--- src/rtl/pwl_run_ctrl_pkg.sv ---
// Shared types for the pwl_generator run sequencer.
package pwl_ctrl_pkg;

    typedef enum logic [1:0] {NOP, RUN_FOREVER, RUN_N, STOP} pwl_cmd_t;

    typedef enum logic [2:0] {IDLE, ARM, START, RUNNING, STOPPING} ctrl_state_t;

    // Upper bound on generator pipeline overshoot plus halt acknowledge time.
    localparam int HALT_LAT_MAX = 8;

endpackage

--- src/rtl/pwl_run_ctrl_edge_detect.sv ---
// Single-bit registered rising-edge detector (used on ext_trig).
module edge_detect (
    input  logic clk,
    input  logic rst,
    input  logic d,
    output logic rise
);

    logic d_q;

    // Delay the input one cycle and flag a 0->1 transition as a registered pulse.
    always_ff @(posedge clk) begin
        if (rst) begin
            d_q  <= 1'b0;
            rise <= 1'b0;
        end else begin
            d_q  <= d;
            rise <= d & ~d_q;
        end
    end

endmodule

--- src/rtl/pwl_run_ctrl.sv ---
// Run sequencer for pwl_generator: turns host run/stop commands into the
// generator's run pulse / halt level, counts batches and wave periods,
// guards the start with a timeout and reports busy/done/error.
module pwl_run_ctrl
    import pwl_ctrl_pkg::*;
#(
    parameter int COUNT_WIDTH   = 32,
    parameter int PERIOD_WIDTH  = 32,
    parameter int START_TIMEOUT = 1024
) (
    input  logic                    clk,
    input  logic                    rst,
    input  logic                    cmd_valid,
    output logic                    cmd_ready,
    input  logic [1:0]              cmd_op,
    input  logic [COUNT_WIDTH-1:0]  cmd_count,
    input  logic                    trig_en,
    input  logic                    ext_trig,
    input  logic                    gen_rdy_to_run,
    input  logic                    gen_valid_batch,
    input  logic [PERIOD_WIDTH-1:0] gen_period,
    output logic                    gen_run,
    output logic                    gen_halt,
    output logic                    busy,
    output logic                    done,
    output logic                    error,
    output logic [COUNT_WIDTH-1:0]  batches_sent,
    output logic [PERIOD_WIDTH-1:0] periods_done
);

    localparam int TW = $clog2(START_TIMEOUT) + 1;
    localparam logic [TW-1:0] TO_LAST = TW'(START_TIMEOUT - 1);

    ctrl_state_t state, state_nxt;
    pwl_cmd_t    op;

    logic                    trig_rise;
    logic                    run_n, run_n_nxt;
    logic [COUNT_WIDTH-1:0]  cnt_lim, lim_nxt;
    logic [COUNT_WIDTH-1:0]  bs_inc, bs_nxt;
    logic [PERIOD_WIDTH-1:0] per_cnt, pc_nxt, pd_nxt;
    logic [TW-1:0]           to_cnt;
    logic                    err_nxt, done_nxt;
    logic                    cmd_acc, is_run, is_stop, reach;

    assign op      = pwl_cmd_t'(cmd_op);
    assign cmd_acc = cmd_valid && cmd_ready;
    assign is_run  = cmd_acc && (op == RUN_FOREVER || op == RUN_N);
    assign is_stop = cmd_acc && (op == STOP);
    assign bs_inc  = (batches_sent == '1) ? batches_sent : batches_sent + 1'b1;
    assign reach   = run_n && gen_valid_batch && (bs_inc == cnt_lim);

    edge_detect u_trig (
        .clk  (clk),
        .rst  (rst),
        .d    (ext_trig),
        .rise (trig_rise)
    );

    // Next-state, counter and sticky-flag logic.
    always_comb begin
        state_nxt = state;
        run_n_nxt = run_n;
        lim_nxt   = cnt_lim;
        bs_nxt    = batches_sent;
        pc_nxt    = per_cnt;
        pd_nxt    = periods_done;
        err_nxt   = error;
        done_nxt  = 1'b0;

        // Every batch seen after the run pulse is counted, including
        // pipeline overshoot while halting.
        if ((state == START || state == RUNNING || state == STOPPING) && gen_valid_batch) begin
            bs_nxt = bs_inc;
            if (gen_period != '0) begin
                // >= rather than == so a shrinking period still wraps cleanly.
                if (per_cnt >= gen_period - PERIOD_WIDTH'(1)) begin
                    pc_nxt = '0;
                    pd_nxt = (periods_done == '1) ? periods_done : periods_done + 1'b1;
                end else begin
                    pc_nxt = per_cnt + 1'b1;
                end
            end
        end

        case (state)
            IDLE: begin
                if (is_run) begin
                    if (op == RUN_N && cmd_count == '0) begin
                        err_nxt = 1'b1;
                    end else begin
                        run_n_nxt = (op == RUN_N);
                        lim_nxt   = cmd_count;
                        bs_nxt    = '0;
                        pc_nxt    = '0;
                        pd_nxt    = '0;
                        err_nxt   = 1'b0;
                        state_nxt = trig_en ? ARM : START;
                    end
                end
            end
            ARM: begin
                if (is_run) err_nxt = 1'b1;
                if (is_stop)        state_nxt = IDLE;
                else if (trig_rise) state_nxt = START;
            end
            START: begin
                if (is_run) err_nxt = 1'b1;
                if (is_stop) begin
                    state_nxt = STOPPING;
                end else if (gen_valid_batch) begin
                    state_nxt = reach ? STOPPING : RUNNING;
                end else if (to_cnt == TO_LAST) begin
                    err_nxt   = 1'b1;
                    state_nxt = STOPPING;
                end
            end
            RUNNING: begin
                if (is_run) err_nxt = 1'b1;
                if (is_stop || reach) state_nxt = STOPPING;
            end
            STOPPING: begin
                if (gen_rdy_to_run) begin
                    state_nxt = IDLE;
                    done_nxt  = 1'b1;
                end
            end
            default: state_nxt = IDLE;
        endcase
    end

    // State, counters and all registered outputs.
    always_ff @(posedge clk) begin
        if (rst) begin
            state        <= IDLE;
            run_n        <= 1'b0;
            cnt_lim      <= '0;
            per_cnt      <= '0;
            to_cnt       <= '0;
            cmd_ready    <= 1'b0;
            gen_run      <= 1'b0;
            gen_halt     <= 1'b0;
            busy         <= 1'b0;
            done         <= 1'b0;
            error        <= 1'b0;
            batches_sent <= '0;
            periods_done <= '0;
        end else begin
            state        <= state_nxt;
            run_n        <= run_n_nxt;
            cnt_lim      <= lim_nxt;
            per_cnt      <= pc_nxt;
            // Timeout counter is 0 on the first START cycle (same cycle as gen_run).
            to_cnt       <= (state == START) ? to_cnt + 1'b1 : '0;
            gen_run      <= (state_nxt == START) && (state != START);
            gen_halt     <= (state_nxt == STOPPING);
            busy         <= (state_nxt != IDLE);
            done         <= done_nxt;
            error        <= err_nxt;
            batches_sent <= bs_nxt;
            periods_done <= pd_nxt;
            case (state_nxt)
                IDLE:     cmd_ready <= gen_rdy_to_run;
                STOPPING: cmd_ready <= 1'b0;
                default:  cmd_ready <= 1'b1;
            endcase
        end
    end

endmodule

--- config.mk ---
export PLATFORM = sky130hd
export DESIGN_NAME = pwl_run_ctrl
export DESIGN_NICKNAME = d
export VERILOG_FILES = /design/src/rtl/pwl_run_ctrl_pkg.sv /design/src/rtl/pwl_run_ctrl_edge_detect.sv /design/src/rtl/pwl_run_ctrl.sv
export SDC_FILE = /design/constraint.sdc
export NUM_CORES = 1
export LEC_CHECK = 0
export CORE_MARGIN = 3
export CORE_UTILIZATION = 48
export CTS_CLUSTER_DIAMETER = 200
export CTS_CLUSTER_SIZE = 8
export DETAILED_ROUTE_END_ITERATION = 10
export PLACE_DENSITY = 0.82
export SLEW_MARGIN = 5
export SYNTH_ARGS = -nofsm -noshare
export SYNTH_HDL_FRONTEND = slang
export SYNTH_SLANG_ARGS = --single-unit
--- constraint.sdc ---
create_clock -name clk -period 6.85 [get_ports clk]
set_input_delay 1.37 -clock clk [delete_from_list [all_inputs] [get_ports clk]]
set_output_delay 1.37 -clock clk [all_outputs]
set_load 0.005 [all_outputs]
==> results of run 1 <==
## worst min-delay path by stage
stage | slack, ns | startpoint | to | cells after the start
2_1_floorplan | 0.37 | u_trig.d_q$_SDFF_PP0_ | u_trig.rise$_SDFF_PP0_ | 1
3_3_place_gp | 0.40 | u_trig.d_q$_SDFF_PP0_ | u_trig.rise$_SDFF_PP0_ | 1
3_5_place_dp | 0.40 | u_trig.d_q$_SDFF_PP0_ | u_trig.rise$_SDFF_PP0_ | 1
4_1_cts | 0.41 | u_trig.d_q$_SDFF_PP0_ | u_trig.rise$_SDFF_PP0_ | 1
5_1_grt | 0.42 | u_trig.d_q$_SDFF_PP0_ | u_trig.rise$_SDFF_PP0_ | 1
6_report | 0.40 | u_trig.d_q$_SDFF_PP0_ | u_trig.rise$_SDFF_PP0_ | 1
## sequential cells by signal, indices dropped and copies added (netlist names)
signal / cells
batches_sent: 32
cnt_lim: 32
per_cnt: 32
periods_done: 32
to_cnt: 11
state: 3
busy: 1
cmd_ready: 1
done: 1
error: 1
gen_halt: 1
gen_run: 1
run_n: 1
u_trig.d_q: 1
u_trig.rise: 1
## power by group through the flow
stage	Sequential (mW)	Combinational (mW)	Clock (mW)
5_1_grt	0.902	0.207	1.01
3_5_place_dp	0.920	0.188	0
6_report	0.901	0.189	0.952
4_1_cts	0.901	0.189	0.964
2_1_floorplan	0.917	0.102	0
3_3_place_gp	0.920	0.185	0
## through the flow
stage	cells	cell area (um2)	util	setup WS, ns	power [mW]
after global placement	1517	10900	0.579	0.805	1.11
after global routing	1549	11500	0.611	0.626	2.12
after floorplan	1156	9330	-	1.32	1.02
after detailed placement	1517	10900	0.579	0.734	1.11
final	1550	11500	0.611	1.13	2.04
after CTS	1549	11500	0.611	1.14	2.05
## routing by layer
layer	share of wire	routed length, um	track usage
met1	0.44	11700	0.319
met2	0.47	12300	0.409
met3	0.064	1690	0.0514
met4	0.028	747	0.0874
met5	0	0	0
## cells in the mapped netlist (all sizes together), types with 14 or more instances
master  number  area (um2)
a21o        21         158
a21oi       50         254
and3        25         156
buf         15        77.6
clkbuf      34         131
dfxtp      151        3020
ha          40         500
inv         14        52.6
mux2i       36         360
nand2       94         353
nand3       61         323
nand4       38         259
nor2       172         646
nor3        35         180
nor4        29         196
o21ai       33         165
or3         30         198
xnor2       79         692
xor2        64         561
## worst reg2reg max path: stages, from the launching register on
cell                      delay, ns
sky130_fd_sc_hd__dfxtp_1       0.49
sky130_fd_sc_hd__ha_1          0.32
sky130_fd_sc_hd__nand3_1       0.40
sky130_fd_sc_hd__nor3_2        0.72
sky130_fd_sc_hd__a31oi_1       0.33
sky130_fd_sc_hd__xnor2_1       0.22
sky130_fd_sc_hd__or4b_1        0.54
sky130_fd_sc_hd__nor4b_1       0.29
sky130_fd_sc_hd__nand4_1       0.16
sky130_fd_sc_hd__or3_4         0.37
sky130_fd_sc_hd__a311o_1       0.32
## placed cells by master, fill, tap and decap left out, types with 25 or more instances in the layout
master                            instances
sky130_fd_sc_hd__nand3_1                 59
sky130_fd_sc_hd__clkdlybuf4s50_1        141
sky130_fd_sc_hd__xnor2_1                 79
sky130_fd_sc_hd__and3_1                  25
sky130_fd_sc_hd__xor2_1                  64
sky130_fd_sc_hd__nor3_1                  34
sky130_fd_sc_hd__nand4_1                 36
sky130_fd_sc_hd__o21ai_0                 32
sky130_fd_sc_hd__nor4_1                  27
sky130_fd_sc_hd__nand2_1                 94
sky130_fd_sc_hd__dfxtp_1                151
sky130_fd_sc_hd__or3_1                   28
sky130_fd_sc_hd__nor2_1                 171
sky130_fd_sc_hd__ha_1                    40
sky130_fd_sc_hd__a21oi_1                 49
sky130_fd_sc_hd__mux2i_1                 36
## cell type report
class                   count  area (um2)  area share
flip-flops and latches    151        3020       0.262
repair buffers            150        1480       0.128
inverters                  14        52.6     0.00455
multi-input cells         942        6070       0.526
well taps                 260         325      0.0282
clock buffers              23         478      0.0414
clock inverters             9         114     0.00987
diodes                      1        2.50    0.000217
## logic make-up after synthesis
logic type	count (synthesis)	share of synthesized area
and+or+nand+nor	562	0.309
AOI/OAI and AO/OA	160	0.111
DFF	151	0.324
xor gates and xnor gates	143	0.134
buffers and inverters	63	0.0280
adders and majority gates	40	0.0536
muxes	37	0.0398
==> results.txt, run 1 <==
----------------------------------------------------
[Global routing]
  Tot GR Track Use ... 0.247
  Number of antenna violations at the first check in global routing ... 0
  Pin count of the biggest net entering global routing ... 64
  Aggregate global routing overflow ... 0
  Number of global-route vias before repair ... 8629
  Wire length of the first global-routing pass ... 43.7 mm

[Worst setup path]
  Top cell family by delay on the critical path ... simple AND/OR/NAND/NOR gates
  Crit path DAT ... 6.08 ns
  Reg-to-Reg Start ... batches_sent[0]$_SDFF_PP0_
  Setup slack, reg-to-reg ... 2.56 ns
  Biggest fanout along the worst timing path ... 13
  Crit Path Class ... in -> reg
  Slowest Stage Delay on Critical Path ... 0.51 ns
  Most used cell along the critical path ... sky130_fd_sc_hd__a21o_1
  Number of cell instances on the worst register-to-register path ... 10
  Critical Path Sink Type ... register
  CP Cell Sequence ... clkdlybuf4s50_1, nor4_1, and2_1, nand2_1, or2_2, or3_1, or2_2, nor2_1, xnor2_1, ha_1, a21o_1, a21o_1, a21o_1, a21o_1, a211oi_1, o21ai_0, a31oi_1, buf_4, a31oi_1, or3_1, a21oi_1
  Endpoint of the most critical setup path ... per_cnt[18]$_SDFF_PP0_
  Startpoint kind of the worst setup timing path ... input port
  WP depth ... 21
  Critical-path top delay cell ... sky130_fd_sc_hd__clkdlybuf4s50_1
  CP bufs+invs ... 2
  Start point of the critical path ... gen_period[4]
  RR Endpoint ... cmd_ready$_SDFF_PP0_
  Required time worst endpoint ... 7.21 ns

[Synthesis]
  Yosys warning count ... 0
  Per-instance average area after synthesis ... 8.07 um2
  Dominant register cell in the synthesized netlist ... sky130_fd_sc_hd__dfxtp_1
  Synthesized net count ... 1269
  Post-synthesis sequential element count ... 151
  EDFF count, synth ... 0
  Fraction of the yosys area taken by sequential cells ... 0.324
  Cell area after synthesis ... 0.00933 mm2
  Gate Count Post-Synth ... 1156
  Distinct cell type count of the synthesized netlist ... 71
  Post-synthesis async set-or-reset flop share ... 0

[Drt]
  Drt pass-1 iters ... 6
  Count of nets left with antenna violations after detail routing ... 0
  Drc violations ... 0
  Drt initial violations ... 636
  Final routed wire length divided by cell count ... 17.1 um
  Via count of the routed design ... 8980
  Vias per inst ... 5.79
  Routed WL ... 26.5 mm

[Floorplan]
  Top-level I/O count ... 143
  Initial Util ... 0.494
  Die extent in x ... 145 um
  Die span in y ... 145 um
  Floorplan die area ... 0.0212 mm2
  Area of the core ... 0.0189 mm2
  Number of rows created at floorplan ... 50

[Clocking]
  Skew-Pair Late Insertion Delay ... 0.43 ns
  Clock buffers created by TritonCTS ... 17
  Number of gates resized after CTS ... 0
  Level count of the clock H-tree ... 4
  Post CTS Setup Buffer Count ... 0
  Root buffer cell ... sky130_fd_sc_hd__clkbuf_16
  Number of hold buffers added after CTS ... 0
  Maximum count of clock buffers along a single path ... 2
  Clk pin slew, worst setup/hold paths ... 0.07 ns
  CTS tree ... done
  Sink count of the clock tree ... 151

[Power and ir drop]
  Leakage ... 4.15 nW
  Portion of total power attributed to the clock network ... 0.466
  Switching Fraction ... 0.241
  Sequential Power Share ... 0.441
  Int Power ... 1.55 mW
  Proportion of power drawn by combinational gates ... 0.093
  Net Switching ... 493 uW
  Ratio of total power to cell area ... 177 mW/mm2
  Maximum resistive drop on vdd ... 0.000164 V

[Placed design]
  Final Wtd Congestion ... 0.940
  Placed wire-length estimate after detailed placement ... 19.6 mm
  Buffers added on ports ... 142

[Timing]
  Worst Max-Slew Pin Slew ... 1.17 ns
  Ratio of final minimum period to clock period ... 0.835
  Final-report hold violation count ... 0
  Relative max-transition margin ... 0.221
  Time the final worst path needs with I/O delays and setup ... 5.72 ns
  Setup tns final ... 0 ns
  RSZ-0062 raised after global routing ... false
  Final count of pins violating max slew ... 0
  Fmax ... 175 MHz
  Clock skew ... 0.00882 ns
  Setup-failing EPs final ... 0
  Hold Worst Slack ... 0.400 ns

[Worst hold path]
  Worst hold-check path type ... reg -> reg

[Cells and area]
  Fillers ... 1732
  Count of nets after finishing ... 1389
  Synthesis-to-finish area growth ... 23.7%
  Fraction of layout cells with a size suffix above 1 ... 0.0582

[Job]
  Max-capacitance violation count ... 0

[Run status]
  Status ... finished clean

----------------------------------------------------
(Power assumes the default switching activity.)
==> inputs of run 2 (changes only) <==
clock period = 5.37 ns   (was 6.85 ns; I/O delays follow)
==> results.txt, run 2 (same netlist as run 1, synthesis figures left out) <==
----------------------------------------------------
[Timing]
  Hold Worst Slack ... 0.410 ns (+0.0102 ns)
  Setup tns final ... 0 ns (unchanged)
  Setup-failing EPs final ... 0 (unchanged)
  Setup slack after layout ... 0.0837 ns (-1.04 ns)
  Relative max-transition margin ... 0.331 (+0.110)
  Fmax ... 189 MHz
  Clock skew ... 0.00953 ns (+0.000716 ns)
  Time the final worst path needs with I/O delays and setup ... 5.29 ns
  Final count of pins violating max slew ... 0 (unchanged)
  Final-report hold violation count ... 0 (unchanged)
  Ratio of final minimum period to clock period ... 0.984
  Worst Max-Slew Pin Slew ... 0.996 ns (-0.171 ns)

[Cells and area]
  Synthesis-to-finish area growth ... 29.4%
  Most common cell after layout, fill and taps aside ... sky130_fd_sc_hd__nor2_1
  Number of non-filler instances in the completed layout ... 1600 (+3.2%)
  Count of nets after finishing ... 1440 (+3.7%)
  Fraction of layout cells with a size suffix above 1 ... 0.101 (+0.0433)
  Top library cells by usage in the layout, fill and taps aside ... sky130_fd_sc_hd__nor2_1, sky130_fd_sc_hd__dfxtp_1, sky130_fd_sc_hd__clkdlybuf4s50_1
  Fin util ... 0.639 (+0.0284)
  Total non-filler cell area in the finished layout ... 0.0121 mm2 (+4.7%)
  Antenna fix cells ... 0 (-1)

[Drt]
  Routed WL ... 28.0 mm (+5.7%)
  Vias per inst ... 5.81 (+0.22%)
  Drt initial violations ... 787 (+24%)
  Drt pass-1 iters ... 5 (-1)
  Via count of the routed design ... 9290 (+3.5%)
  Final routed wire length divided by cell count ... 17.5 um (+2.4%)
  Count of nets left with antenna violations after detail routing ... 0 (unchanged)
  Drc violations ... 0 (unchanged)

[Worst setup path]
  Number of cell instances on the worst register-to-register path ... 10 (unchanged)
  Crit path DAT ... 5.57 ns (-0.51 ns)
  Startpoint kind of the worst setup timing path ... input port
  Slowest Stage Delay on Critical Path ... 0.56 ns (+0.05 ns)
  Required time worst endpoint ... 5.65 ns (-1.56 ns)
  Critical-path top delay cell ... sky130_fd_sc_hd__or4_1
  Critical Path Sink Type ... register
  Crit Path Class ... in -> reg
  Most used cell along the critical path ... sky130_fd_sc_hd__a21o_1
  Biggest fanout along the worst timing path ... 5 (-8)
  CP Cell Sequence ... clkdlybuf4s50_1, or4_1, buf_4, or2_2, or4_1, nor3_1, xnor2_1, ha_1, a21o_1, a21o_1, a21o_1, a211oi_2, o21ai_0, a31oi_1, buf_4, buf_6, buf_6, nor3_1, xnor2_1, nor2_1

[Placed design]
  Buffers added on ports ... 142 (unchanged)
  Post-placement cell count ... 1560 (+2.8%)
  Final Wtd Congestion ... 0.969 (+3.1%)
  Placed wire-length estimate after detailed placement ... 20.2 mm (+2.7%)
  Pre-CTS WS ... -0.553 ns (-1.29 ns)
  Area post-placement ... 0.0113 mm2 (+3.2%)

[Floorplan]
  Initial Util ... 0.494 (unchanged)
  Area of the core ... 0.0189 mm2 (unchanged)
  Number of rows created at floorplan ... 50 (unchanged)
  Top-level I/O count ... 143 (unchanged)
  Die extent in x ... 145 um (unchanged)
  Die span in y ... 145 um (unchanged)
  Floorplan die area ... 0.0212 mm2 (unchanged)

[Global routing]
  Number of antenna violations at the first check in global routing ... 0 (unchanged)
  Pin count of the biggest net entering global routing ... 62 (-3.1%)
  Number of global-route vias before repair ... 8839 (+2.4%)
  Tot GR Track Use ... 0.252 (+0.00584)
  Wire length of the first global-routing pass ... 44.7 mm (+2.3%)
  Aggregate global routing overflow ... 0 (unchanged)

[Clocking]
  Root buffer cell ... sky130_fd_sc_hd__clkbuf_16
  CTS tree ... done
  Maximum count of clock buffers along a single path ... 2 (unchanged)
  Clk pin slew, worst setup/hold paths ... 0.07 ns (about the same)
  Sink count of the clock tree ... 151 (unchanged)
  Level count of the clock H-tree ... 4 (unchanged)
  Number of hold buffers added after CTS ... 0 (unchanged)
  Skew-Pair Late Insertion Delay ... 0.43 ns (about the same)
  Clock buffers created by TritonCTS ... 17 (unchanged)

[Worst hold path]
  Number of cells on the worst hold path ... 1 (unchanged)
  Worst hold-check path type ... reg -> reg

[Power and ir drop]
  Leakage ... 4.47 nW (+7.5%)
  Maximum resistive drop on vdd ... 0.000206 V (+26%)
  Ratio of total power to cell area ... 219 mW/mm2 (+24%)
  Overall power ... 2.65 mW (+30%)

[Run status]
  Status ... finished clean

[Job]
  Max-capacitance violation count ... 0 (unchanged)

----------------------------------------------------
-- run 2: cell type report --
class	count	area, um2
Fill cell	1564	6820
Multi-Input combinational cell	942	6130
Sequential cell	151	3020
Timing Repair Buffer	201	1940
Clock buffer	20	467
Tap cell	260	325
Clock inverter	12	140
Inverter	14	52.6
-- run 2: per-layer routing --
| layer | global-route usage | vias up | part of all wire |
|---|---|---|---|
| met1 | 0.321 | 4363 | 0.43 |
| li1 | - | 4470 | - |
| met3 | 0.0523 | 75 | 0.068 |
| met5 | 0 | - | 0 |
| met4 | 0.0855 | 0 | 0.032 |
| met2 | 0.428 | 382 | 0.48 |
-- run 2: final timing paths --
kind | start | to | slack [ns]
min | u_trig.d_q$_SDFF_PP0_ | u_trig.rise$_SDFF_PP0_ | 0.41
max reg2reg | batches_sent[0]$_SDFF_PP0_ | cmd_ready$_SDFF_PP0_ | 1.04
max | gen_period[10] | periods_done[0]$_SDFF_PP0_ | 0.08
min reg2reg | u_trig.d_q$_SDFF_PP0_ | u_trig.rise$_SDFF_PP0_ | 0.41
-- run 2: timing repair --
item / in CTS / in global routing
setup endpoints to repair: 8 / 63
setup buffers: 0 / 5
gates resized for setup: 2 / 14
cloned: 0 / 3
pin swaps: 0 / 7
-- run 2: power breakdown --
group	internal (mW)	switching [mW]	total, mW
Combinational	0.137	0.137	0.274
Sequential	1.14	0.0145	1.15
Clock	0.729	0.497	1.23
Total	2.00	0.649	2.65
-- run 2: critical path: cells and delay by family --
| family | cells | cell delay, ns |
|---|---|---|
| simple gates | 6 | 1.77 |
| xor+xnor | 2 | 0.44 |
| fa+ha+maj | 1 | 0.29 |
| compound gates | 6 | 1.00 |
| buf+inv | 5 | 0.99 |
==> inputs of run 3 (changes only) <==
CORE_UTILIZATION = 35   (was 48)
CTS_BUF_LIST = sky130_fd_sc_hd__clkbuf_8   (was default)
PLACE_DENSITY = 0.66   (was 0.82)
==> results.txt, run 3 (same netlist as run 1, synthesis figures left out) <==
----------------------------------------------------
[Run status]
  Status ... finished clean

[Drt]
  Vias per inst ... 5.34 (-7.9%)
  Met2 wire length ... 13.1 mm (-1.3%)
  Wire length the detailed router placed on met1 ... 12.5 mm (+4.8%)
  Routed WL ... 27.8 mm (-0.68%)
  Via count of the routed design ... 8926 (-3.9%)
  Met3 Wirelength ... 1.45 mm (-24%)
  Max layer used ... met4
  Drt pass-1 iters ... 5 (unchanged)
  Drc violations ... 0 (unchanged)
  Count of nets left with antenna violations after detail routing ... 0 (unchanged)
  Final routed wire length divided by cell count ... 16.6 um (-4.8%)
  Drt initial violations ... 647 (-18%)

[Timing]
  Hold Worst Slack ... 0.411 ns (+0.00140 ns)
  Setup-failing EPs final ... 0 (unchanged)
  Clock skew ... 0.0208 ns (+0.0113 ns)
  RSZ-0062 raised after global routing ... false
  Final-report hold violation count ... 0 (unchanged)
  Final count of pins violating max slew ... 0 (unchanged)
  Relative max-transition margin ... 0.373 (+0.0421)
  Fmax ... 194 MHz (+2.8%)
  Time the final worst path needs with I/O delays and setup ... 5.14 ns (-0.144 ns)
  Setup slack after layout ... 0.227 ns (+0.144 ns)
  Ratio of final minimum period to clock period ... 0.958 (-0.0267)
  Worst Max-Slew Pin Slew ... 0.938 ns (-0.0579 ns)

[Worst setup path]
  Startpoint kind of the worst setup timing path ... input port
  RR Endpoint ... cmd_ready$_SDFF_PP0_
  Crit Path Class ... in -> reg
  Reg-to-Reg Start ... batches_sent[0]$_SDFF_PP0_
  Critical Path Sink Type ... register
  Number of cell instances on the worst register-to-register path ... 10 (unchanged)
  Biggest fanout along the worst timing path ... 12 (+7)
  Required time worst endpoint ... 5.74 ns (+0.09 ns)
  Crit path DAT ... 5.52 ns (-0.05 ns)
  Setup slack, reg-to-reg ... 1.06 ns (+0.02 ns)

[Power and ir drop]
  Maximum resistive drop on vdd ... 0.000133 V (-35%)
  Leakage ... 4.30 nW (-3.8%)
  Overall power ... 2.23 mW (-16%)
  Ratio of total power to cell area ... 188 mW/mm2 (-14%)

[Worst hold path]
  Sink of the worst hold path ... u_trig.rise$_SDFF_PP0_
  Number of cells on the worst hold path ... 1 (unchanged)
  Worst hold-check path type ... reg -> reg
  Startpoint of the lowest-slack hold path ... u_trig.d_q$_SDFF_PP0_

[Floorplan]
  Initial Util ... 0.357 (-0.137)
  Die span in y ... 169 um (+16%)
  Area of the core ... 0.0261 mm2 (+38%)
  Floorplan die area ... 0.0287 mm2 (+35%)
  Number of rows created at floorplan ... 59 (+18%)
  Die extent in x ... 169 um (+16%)
  Top-level I/O count ... 143 (unchanged)

[Global routing]
  Wire length of the first global-routing pass ... 44.9 mm (+0.37%)
  Number of global-route vias before repair ... 8536 (-3.4%)
  Pin count of the biggest net entering global routing ... 49 (-21%)
  Number of antenna violations at the first check in global routing ... 1 (+1)
  Aggregate global routing overflow ... 0 (unchanged)
  Tot GR Track Use ... 0.192 (-0.0607)

[Job]
  Max-capacitance violation count ... 0 (unchanged)

[Clocking]
  Skew-Pair Late Insertion Delay ... 0.45 ns (+0.02 ns)
  Root buffer cell ... sky130_fd_sc_hd__clkbuf_8
  CTS tree ... done
  Clock buffers created by TritonCTS ... 17 (unchanged)
  Number of hold buffers added after CTS ... 0 (unchanged)
  Clk pin slew, worst setup/hold paths ... 0.08 ns (about the same)
  Maximum count of clock buffers along a single path ... 2 (unchanged)
  Sink count of the clock tree ... 151 (unchanged)
  Level count of the clock H-tree ... 4 (unchanged)

[Placed design]
  Buffers added on ports ... 142 (unchanged)
  Pre-CTS WS ... -0.650 ns (-0.0969 ns)
  Final Wtd Congestion ... 0.876 (-9.6%)
  Area post-placement ... 0.0114 mm2 (+0.90%)
  Placed wire-length estimate after detailed placement ... 21.2 mm (+5.3%)

[Cells and area]
  Fin util ... 0.452 (-0.187)
  Synthesis-to-finish area growth ... 26.7%
  Total non-filler cell area in the finished layout ... 0.0118 mm2 (-2.1%)
  Fraction of layout cells with a size suffix above 1 ... 0.0930 (-0.00854)
  Fillers ... 2611 (+67%)
  Most common cell after layout, fill and taps aside ... sky130_fd_sc_hd__nor2_1
  Count of nets after finishing ... 1435 (-0.35%)
  Top library cells by usage in the layout, fill and taps aside ... sky130_fd_sc_hd__nor2_1, sky130_fd_sc_hd__dfxtp_1, sky130_fd_sc_hd__clkdlybuf4s50_1

----------------------------------------------------
==> run 3: cell types whose count changed in the layout (fill, tap and decap cells not counted), moves of 2 or more <==
cell / before / now
sky130_fd_sc_hd__buf_4: 51 / 49
sky130_fd_sc_hd__buf_6: 3 / 1
sky130_fd_sc_hd__clkbuf_16: 19 / 0
sky130_fd_sc_hd__clkbuf_8: 3 / 18
sky130_fd_sc_hd__clkinvlp_4: 2 / 4
sky130_fd_sc_hd__inv_1: 14 / 16
sky130_fd_sc_hd__inv_6: 3 / 1
==> run 3: worst max path at each step <==
stage,from,depth (start not counted),to
after floorplan,gen_period[10],19,per_cnt[10]$_SDFF_PP0_
after CTS,gen_period[4],22,per_cnt[16]$_SDFF_PP0_
after global routing,gen_period[3],23,periods_done[25]$_SDFF_PP0_
after detailed placement,gen_period[4],21,periods_done[22]$_SDFF_PP0_
after global placement,gen_period[4],21,periods_done[22]$_SDFF_PP0_
final,gen_period[10],19,per_cnt[18]$_SDFF_PP0_
==> run 3: cell type report <==
cell class                      instances  area (um2)  area share
Tap cell                              335         419      0.0355
Multi-Input combinational cell        942        6100       0.516
Timing Repair Buffer                  196        1870       0.158
Clock inverter                         13         109     0.00921
Clock buffer                           18         248      0.0210
Antenna cell                            1        2.50    0.000212
Sequential cell                       151        3020       0.256
Inverter                               14        52.6     0.00445
==> run 3: what timing repair did <==
item / CTS / global route
endpoints found under the setup margin: 7 / 51
pin swaps: 0 / 5
resized for setup: 1 / 7
setup buffers: 0 / 2
==> run 3: metrics by stage <==
stage | TNS (ns) | cells
finish | 0 | 1670
global route | 0 | 1670
CTS | 0 | 1667
detailed placement | -22.52 | 1636
global placement | -21.38 | 1636
floorplan | 0 | 1156
==> run 3: power breakdown <==
group	total [mW]	internal [mW]	switching, mW
combinational	0.263	0.131	0.132
sequential	1.15	1.13	0.0148
clock	0.817	0.372	0.444
total	2.23	1.64	0.591
==> run 3: metal layers <==
metal  vias up  global-route usage
li1       4459                   -
met1      4161               0.245
met2       253               0.323
met3        53              0.0419
met4         0              0.0612
met5         -                   0
==> run 3: worst max-delay path, stage by stage <==
cell                              delay [ns]
sky130_fd_sc_hd__clkdlybuf4s50_1        0.42
sky130_fd_sc_hd__or4_1                  0.58
sky130_fd_sc_hd__buf_4                  0.17
sky130_fd_sc_hd__or2_2                  0.29
sky130_fd_sc_hd__or4_1                  0.55
sky130_fd_sc_hd__nor3_1                 0.19
sky130_fd_sc_hd__xnor2_1                0.15
sky130_fd_sc_hd__ha_1                   0.26
sky130_fd_sc_hd__a21o_1                 0.16
sky130_fd_sc_hd__a21o_1                 0.16
sky130_fd_sc_hd__a21o_1                 0.16
sky130_fd_sc_hd__a211oi_1               0.21
sky130_fd_sc_hd__o21ai_0                0.10
sky130_fd_sc_hd__a31oi_1                0.14
sky130_fd_sc_hd__buf_4                  0.16
sky130_fd_sc_hd__buf_8                  0.14
sky130_fd_sc_hd__a31oi_1                0.08
sky130_fd_sc_hd__or3_1                  0.37
sky130_fd_sc_hd__a21oi_1                0.13
==> RTL change 1 (config.mk and constraints of run 3) <==
The 5 states of `ctrl_state_t` get a Gray code encoding in 3 bits.
--- a/src/rtl/pwl_run_ctrl_pkg.sv
+++ b/src/rtl/pwl_run_ctrl_pkg.sv
@@ -3,7 +3,7 @@
 
     typedef enum logic [1:0] {NOP, RUN_FOREVER, RUN_N, STOP} pwl_cmd_t;
 
-    typedef enum logic [2:0] {IDLE, ARM, START, RUNNING, STOPPING} ctrl_state_t;
+    typedef enum logic [2:0] {IDLE = 3'b000, ARM = 3'b001, START = 3'b011, RUNNING = 3'b010, STOPPING = 3'b110} ctrl_state_t;
 
     // Upper bound on generator pipeline overshoot plus halt acknowledge time.
     localparam int HALT_LAT_MAX = 8;
Function: same outputs for any inputs over 4 cycles, from zero or initial values and one cycle with rst high; so few cycles prove little.
==> RTL change 1 against run 3 <==
Final cell count is 1.4% lower. Non-clock buffer count is 27 lower. Area after synthesis is 0.91% higher. Global-route usage is 0.42 points lower. Setup slack better by 0.27 ns. Register-to-register slack better by 0.18 ns. Routed wire length is 1.2% lower. Power is 0.39% higher. Sequential cell count stayed put. Via count is 1.1% higher. Clock power is 5.8% higher. Sequential power hardly changed. Final area is 1.7% lower. Largest cell class unchanged.
==> RTL change 1: results (changes against run 3) <==
Crit path launch: gen_period[5]
Pre-CTS setup slack: 0.05500 ns (+0.7048 ns)
Power Dens Cells: 192.5 mW/mm2 (+2.1%)
Cell count of the worst hold path: 1 (unchanged)
Worst Clk Skew: 0.01337 ns (-0.007467 ns)
Post-CTS sizing: 0 (-1)
Pin count of the biggest net entering global routing: 63 (+29%)
Via total after detailed routing: 9,024 (+1.1%)
Clock Power Share: 0.386 (+0.020)
Placed cell area: 0.01124 mm2 (-1.3%)
Post-CTS Setup Bufs: 0 (unchanged)
XOR/XNOR share of the synthesized area: 0.1127 (-0.02154)
Dpl cells: 1,616 (-1.2%)
Hold_ws: 0.3861 ns (-0.02513 ns)
Worst EP arrival: 5.26 ns (-0.26 ns)
Register-to-register setup slack: 1.24 ns (+0.18 ns)
Initial DRC Count: 656 (+1.4%)
FF-to-FF path depth: 9 (-1)
Total track usage: 0.1875 (-0.004234)
Post-synthesis mux area share: 0.03840 (-0.001423)
Layout cell share with drive strength beyond 1: 0.05945 (-0.03350)
WL met3: 1569 um (+8.1%)
Post-synth net total: 1,287 (+1.4%)
Initial antenna violation count: 0 (-1)
Met1 WL: 13,240 um (+6.1%)
Worst path top cell family by delay: simple AND/OR/NAND/NOR gates
Yosys cell types: 68 (-4.2%)
Syn Area/Cell: 8.022 um2 (-0.64%)
VDD IR-drop max: 142.1 uV (+6.5%)
Slew HR: 0.3422 (-0.03063)
Antenna diodes: 0 (-1)
Met2 wire length: 12,210 um (-6.9%)
Switch share: 0.2741 (+0.008921)
Synthesized-area fraction occupied by adder cells: 0.05314 (-0.0004845)
Status: complete, no violations
Most frequent cells after synthesis: nor2_1, dfxtp_1, xnor2_1, a21oi_1, nand2_1
Nets: 1,413 (-1.5%)
Gpl congestion: 0.8962 (+2.3%)
Crit share post-route: 0.9067 (-0.05096)
GRT met3 Usage: 0.03252 (-0.009408)
Final WL: 27,450 um (-1.2%)
Post-synthesis compound-gate area fraction: 0.1317 (+0.02052)
Register area share after synthesis: 0.3210 (-0.002926)
DP HPWL: 20,000 um (-5.8%)
Largest cells by area after synthesis: dfxtp_1, xnor2_1, nor2_1, ha_1, xor2_1
P_leak: 3.931 nW (-8.5%)
Met1 Track Usage GR: 0.2691 (+0.02427)
First-pass GRT wire length: 44,160 um (-1.5%)
Min-delay src: u_trig.d_q
Post-DR vias/cell: 5.479 (+2.5%)
CP peak stage delay: 0.57 ns
Met2 Use GR: 0.2895 (-0.03400)
Crit Reg-Reg Startpoint: batches_sent[4]
Vias in the first global route: 8,348 (-2.2%)
Post-synth top area share: 0.3210 (-0.002926)
CP Max Fanout: 62 (+50)
Critical Path Sink: periods_done[27]
Comb group: 224 uW (-15%)
==> RTL change 1: changes by cell type after synthesis, moves of 9 or more <==
cell / run 3 / this run
a311oi_1: 3 / 12
o31ai_1: 1 / 11
nor2_1: 172 / 159
clkbuf_1: 31 / 47
a31o_2: 13 / 1
a21oi_1: 49 / 71
xor2_1: 64 / 41
a21o_1: 21 / 12
inv_1: 14 / 24
or4_1: 11 / 23
nand2_1: 94 / 69
==> RTL change 1: layout make-up <==
type / count / area, um2
fill: 2600 / 14660
multi-input combinational: 937 / 6067
sequential: 151 / 3023
timing repair buffer: 169 / 1644
tap: 335 / 419.2
clock buffer: 17 / 234.0
clock inverter: 14 / 142.6
inverter: 24 / 90.09
==> RTL change 1: kinds of logic (layout without fill, tap and decap cells) <==
group	count (synthesis)	after routing
AOI/OAI and AO/OA	196	196
xor gates and xnor gates	118	118
adders and majority gates	40	40
buffers and inverters	86	224
DFF	151	151
muxes	36	36
and+or+nand+nor	547	547
==> RTL change 2 (flow settings as in run 3) <==
Without the edit above. Change the parameter `START_TIMEOUT` from 1024 to 512.
--- a/src/rtl/pwl_run_ctrl.sv
+++ b/src/rtl/pwl_run_ctrl.sv
@@ -6,7 +6,7 @@
 #(
     parameter int COUNT_WIDTH   = 32,
     parameter int PERIOD_WIDTH  = 32,
-    parameter int START_TIMEOUT = 1024
+    parameter int START_TIMEOUT = 512
 ) (
     input  logic                    clk,
     input  logic                    rst,
Check against the original RTL: same outputs for any inputs over 4 cycles, from zero or initial values and one cycle with rst high; that may be too few to reach the edited logic, so the function may still have changed.
==> RTL change 2 against run 3 <==
Routed wire length is 7.2% lower. Fmax decreased by 2.3%. Global-route usage down 1.5 points. Sequential share of layout area is 0.14 points higher. Largest power group unchanged. Power is 1.0% higher. Clock power rose by 7.3%. Highest routed layer unchanged. Sequential cell count decreased by 1. Combinational power decreased by 11%. Final area fell by 1.2%. Setup slack worse by 0.12 ns. Area after synthesis decreased by 1.0%. Critical endpoint is now periods_done[22].
==> RTL change 2: results (changes against run 3) <==
Via total after detailed routing: 8,621 (-3.4%)
Pin count of the biggest net entering global routing: 50 (+2.0%)
Top layer in use: met4
Hold_ws: 0.3887 ns (-0.02255 ns)
Later-pin clock latency in the skew report: 0.46 ns
Largest cells by area after synthesis: dfxtp_1, xnor2_1, nor2_1, ha_1, xor2_1
Met1 WL: 12,330 um (-1.1%)
CP Max Fanout: 6 (-6)
Sw Pwr: 618.5 uW (+4.7%)
Sequential Area: 0.003003 mm2 (-0.66%)
Layout cell share with drive strength beyond 1: 0.09815 (+0.005192)
VDD IR-drop max: 109.5 uV (-18%)
WL met3: 1279 um (-12%)
Status: complete, no violations
P_leak: 4.218 nW (-1.8%)
Post-DR vias/cell: 5.308 (-0.68%)
Sequential share of power: 0.506 (-0.010)
Yosys cell types: 73 (+2.8%)
Antenna diodes: 0 (-1)
Most frequent cells after synthesis: nor2_1, dfxtp_1, xnor2_1, nand2_1, xor2_1
Worst-path clk slew: 0.09 ns
Clk buf depth: 2 (unchanged)
Register area share after synthesis: 0.3251 (+0.001211)
Register-to-register setup slack: 1.18 ns (+0.12 ns)
Worst Clk Skew: 0.02614 ns (+0.005298 ns)
FF-to-FF path depth: 11 (+1)
Comb group: 234 uW (-11%)
Initial antenna violation count: 0 (-1)
Final critical-path required period: 5.266 ns (+0.1235 ns)
Sequential power: 1.14 mW
Gpl congestion: 0.8793 (+0.37%)
Total track usage: 0.1770 (-0.01475)
Synth Flop Type: dfxtp_1
CTS buffer count: 17 (unchanged)
Cell count of the worst hold path: 1 (unchanged)
Met1 Track Usage GR: 0.2433 (-0.001543)
Dpl cells: 1,588 (-2.9%)
H-tree lvl count: 4 (unchanged)
CP peak stage delay: 0.56 ns (-0.02 ns)
GRT met3 Usage: 0.03410 (-0.007833)
Final WL: 25,810 um (-7.2%)
Post-synth net total: 1,245 (-1.9%)
DP HPWL: 19,580 um (-7.7%)
Worst path top cell family by delay: simple AND/OR/NAND/NOR gates
Met2 wire length: 11,700 um (-11%)
Pre-CTS setup slack: -0.5874 ns (+0.06240 ns)
Number of I/O port buffers: 142 (unchanged)
Placed cell area: 0.01117 mm2 (-2.0%)
Vias in the first global route: 8,123 (-4.8%)
Initial DRC Count: 522 (-19%)
CTS Root Cell: clkbuf_8
Syn Area/Cell: 8.159 um2 (+1.1%)
Met2 Use GR: 0.2840 (-0.03951)
Measured slew at the worst slew-check pin: 0.9207 ns (-0.01758 ns)
DRT Pass-1 Iters: 6 (+1)
First-pass GRT wire length: 41,700 um (-7.0%)
Filler cells: 2,503 (-4.1%)
Crit-path slowest cell: or4_4
Nets: 1,394 (-2.9%)
Worst EP arrival: 5.61 ns (+0.09 ns)
[RTL change 2: cell types whose count changed in the layout (fill, tap and decap cells not counted), moves of 10 or more]
cell,delta
a21oi_1,-19
nand3_1,-18
o21ai_0,-17
nor2_1,+12
or3_1,-12
xnor2_1,+11
xor2_1,-11
a21o_1,-10
[RTL change 2: worst reg2reg max path, stage by stage, from the launching register on]
cell and delay (ns):
dfxtp_1 0.53, ha_1 0.31, and2_1 0.40, and4_1 0.44, nand3_1 0.38, or2_2 0.43, a2111oi_2 0.33, nand4_1 0.16
nor4_2 0.42, or4_1 0.20, nand2_1 0.07, or3_1 0.38
[RTL change 2: worst paths after layout]
path	startpoint	endpoint
hold reg to reg	u_trig.d_q	u_trig.rise
hold / removal	u_trig.d_q	u_trig.rise
setup reg to reg	batches_sent[0]	busy
setup / recovery	gen_period[8]	periods_done[22]
[RTL change 2: cells by family (layout without fill, tap and decap cells)]
family | count (synthesis) | after routing | share of synthesized area
xor+xnor | 143 | 143 | 0.1356
simple gates | 539 | 539 | 0.3001
mux | 40 | 40 | 0.04348
flops | 150 | 150 | 0.3251
compound gates | 135 | 135 | 0.1027
buf+inv | 85 | 247 | 0.03888
fa+ha+maj | 40 | 40 | 0.05419
[RTL change 2: repair_timing]
item	4_1_cts	5_1_grt
gates resized for setup	0	13
pin swaps	1	10
buffers inserted	0	4
endpoints found under the hold margin	0	0
hold buffers	0	0
setup endpoints to repair	17	48
[RTL change 2: area by class of cell]
| cell class | count | area share |
|---|---|---|
| inverter | 25 | 0.008035 |
| clock buffer | 17 | 0.02003 |
| tap | 330 | 0.03535 |
| sequential | 150 | 0.2571 |
| multi-input combinational | 897 | 0.5129 |
| clock inverter | 15 | 0.01414 |
| timing repair buffer | 190 | 0.1525 |
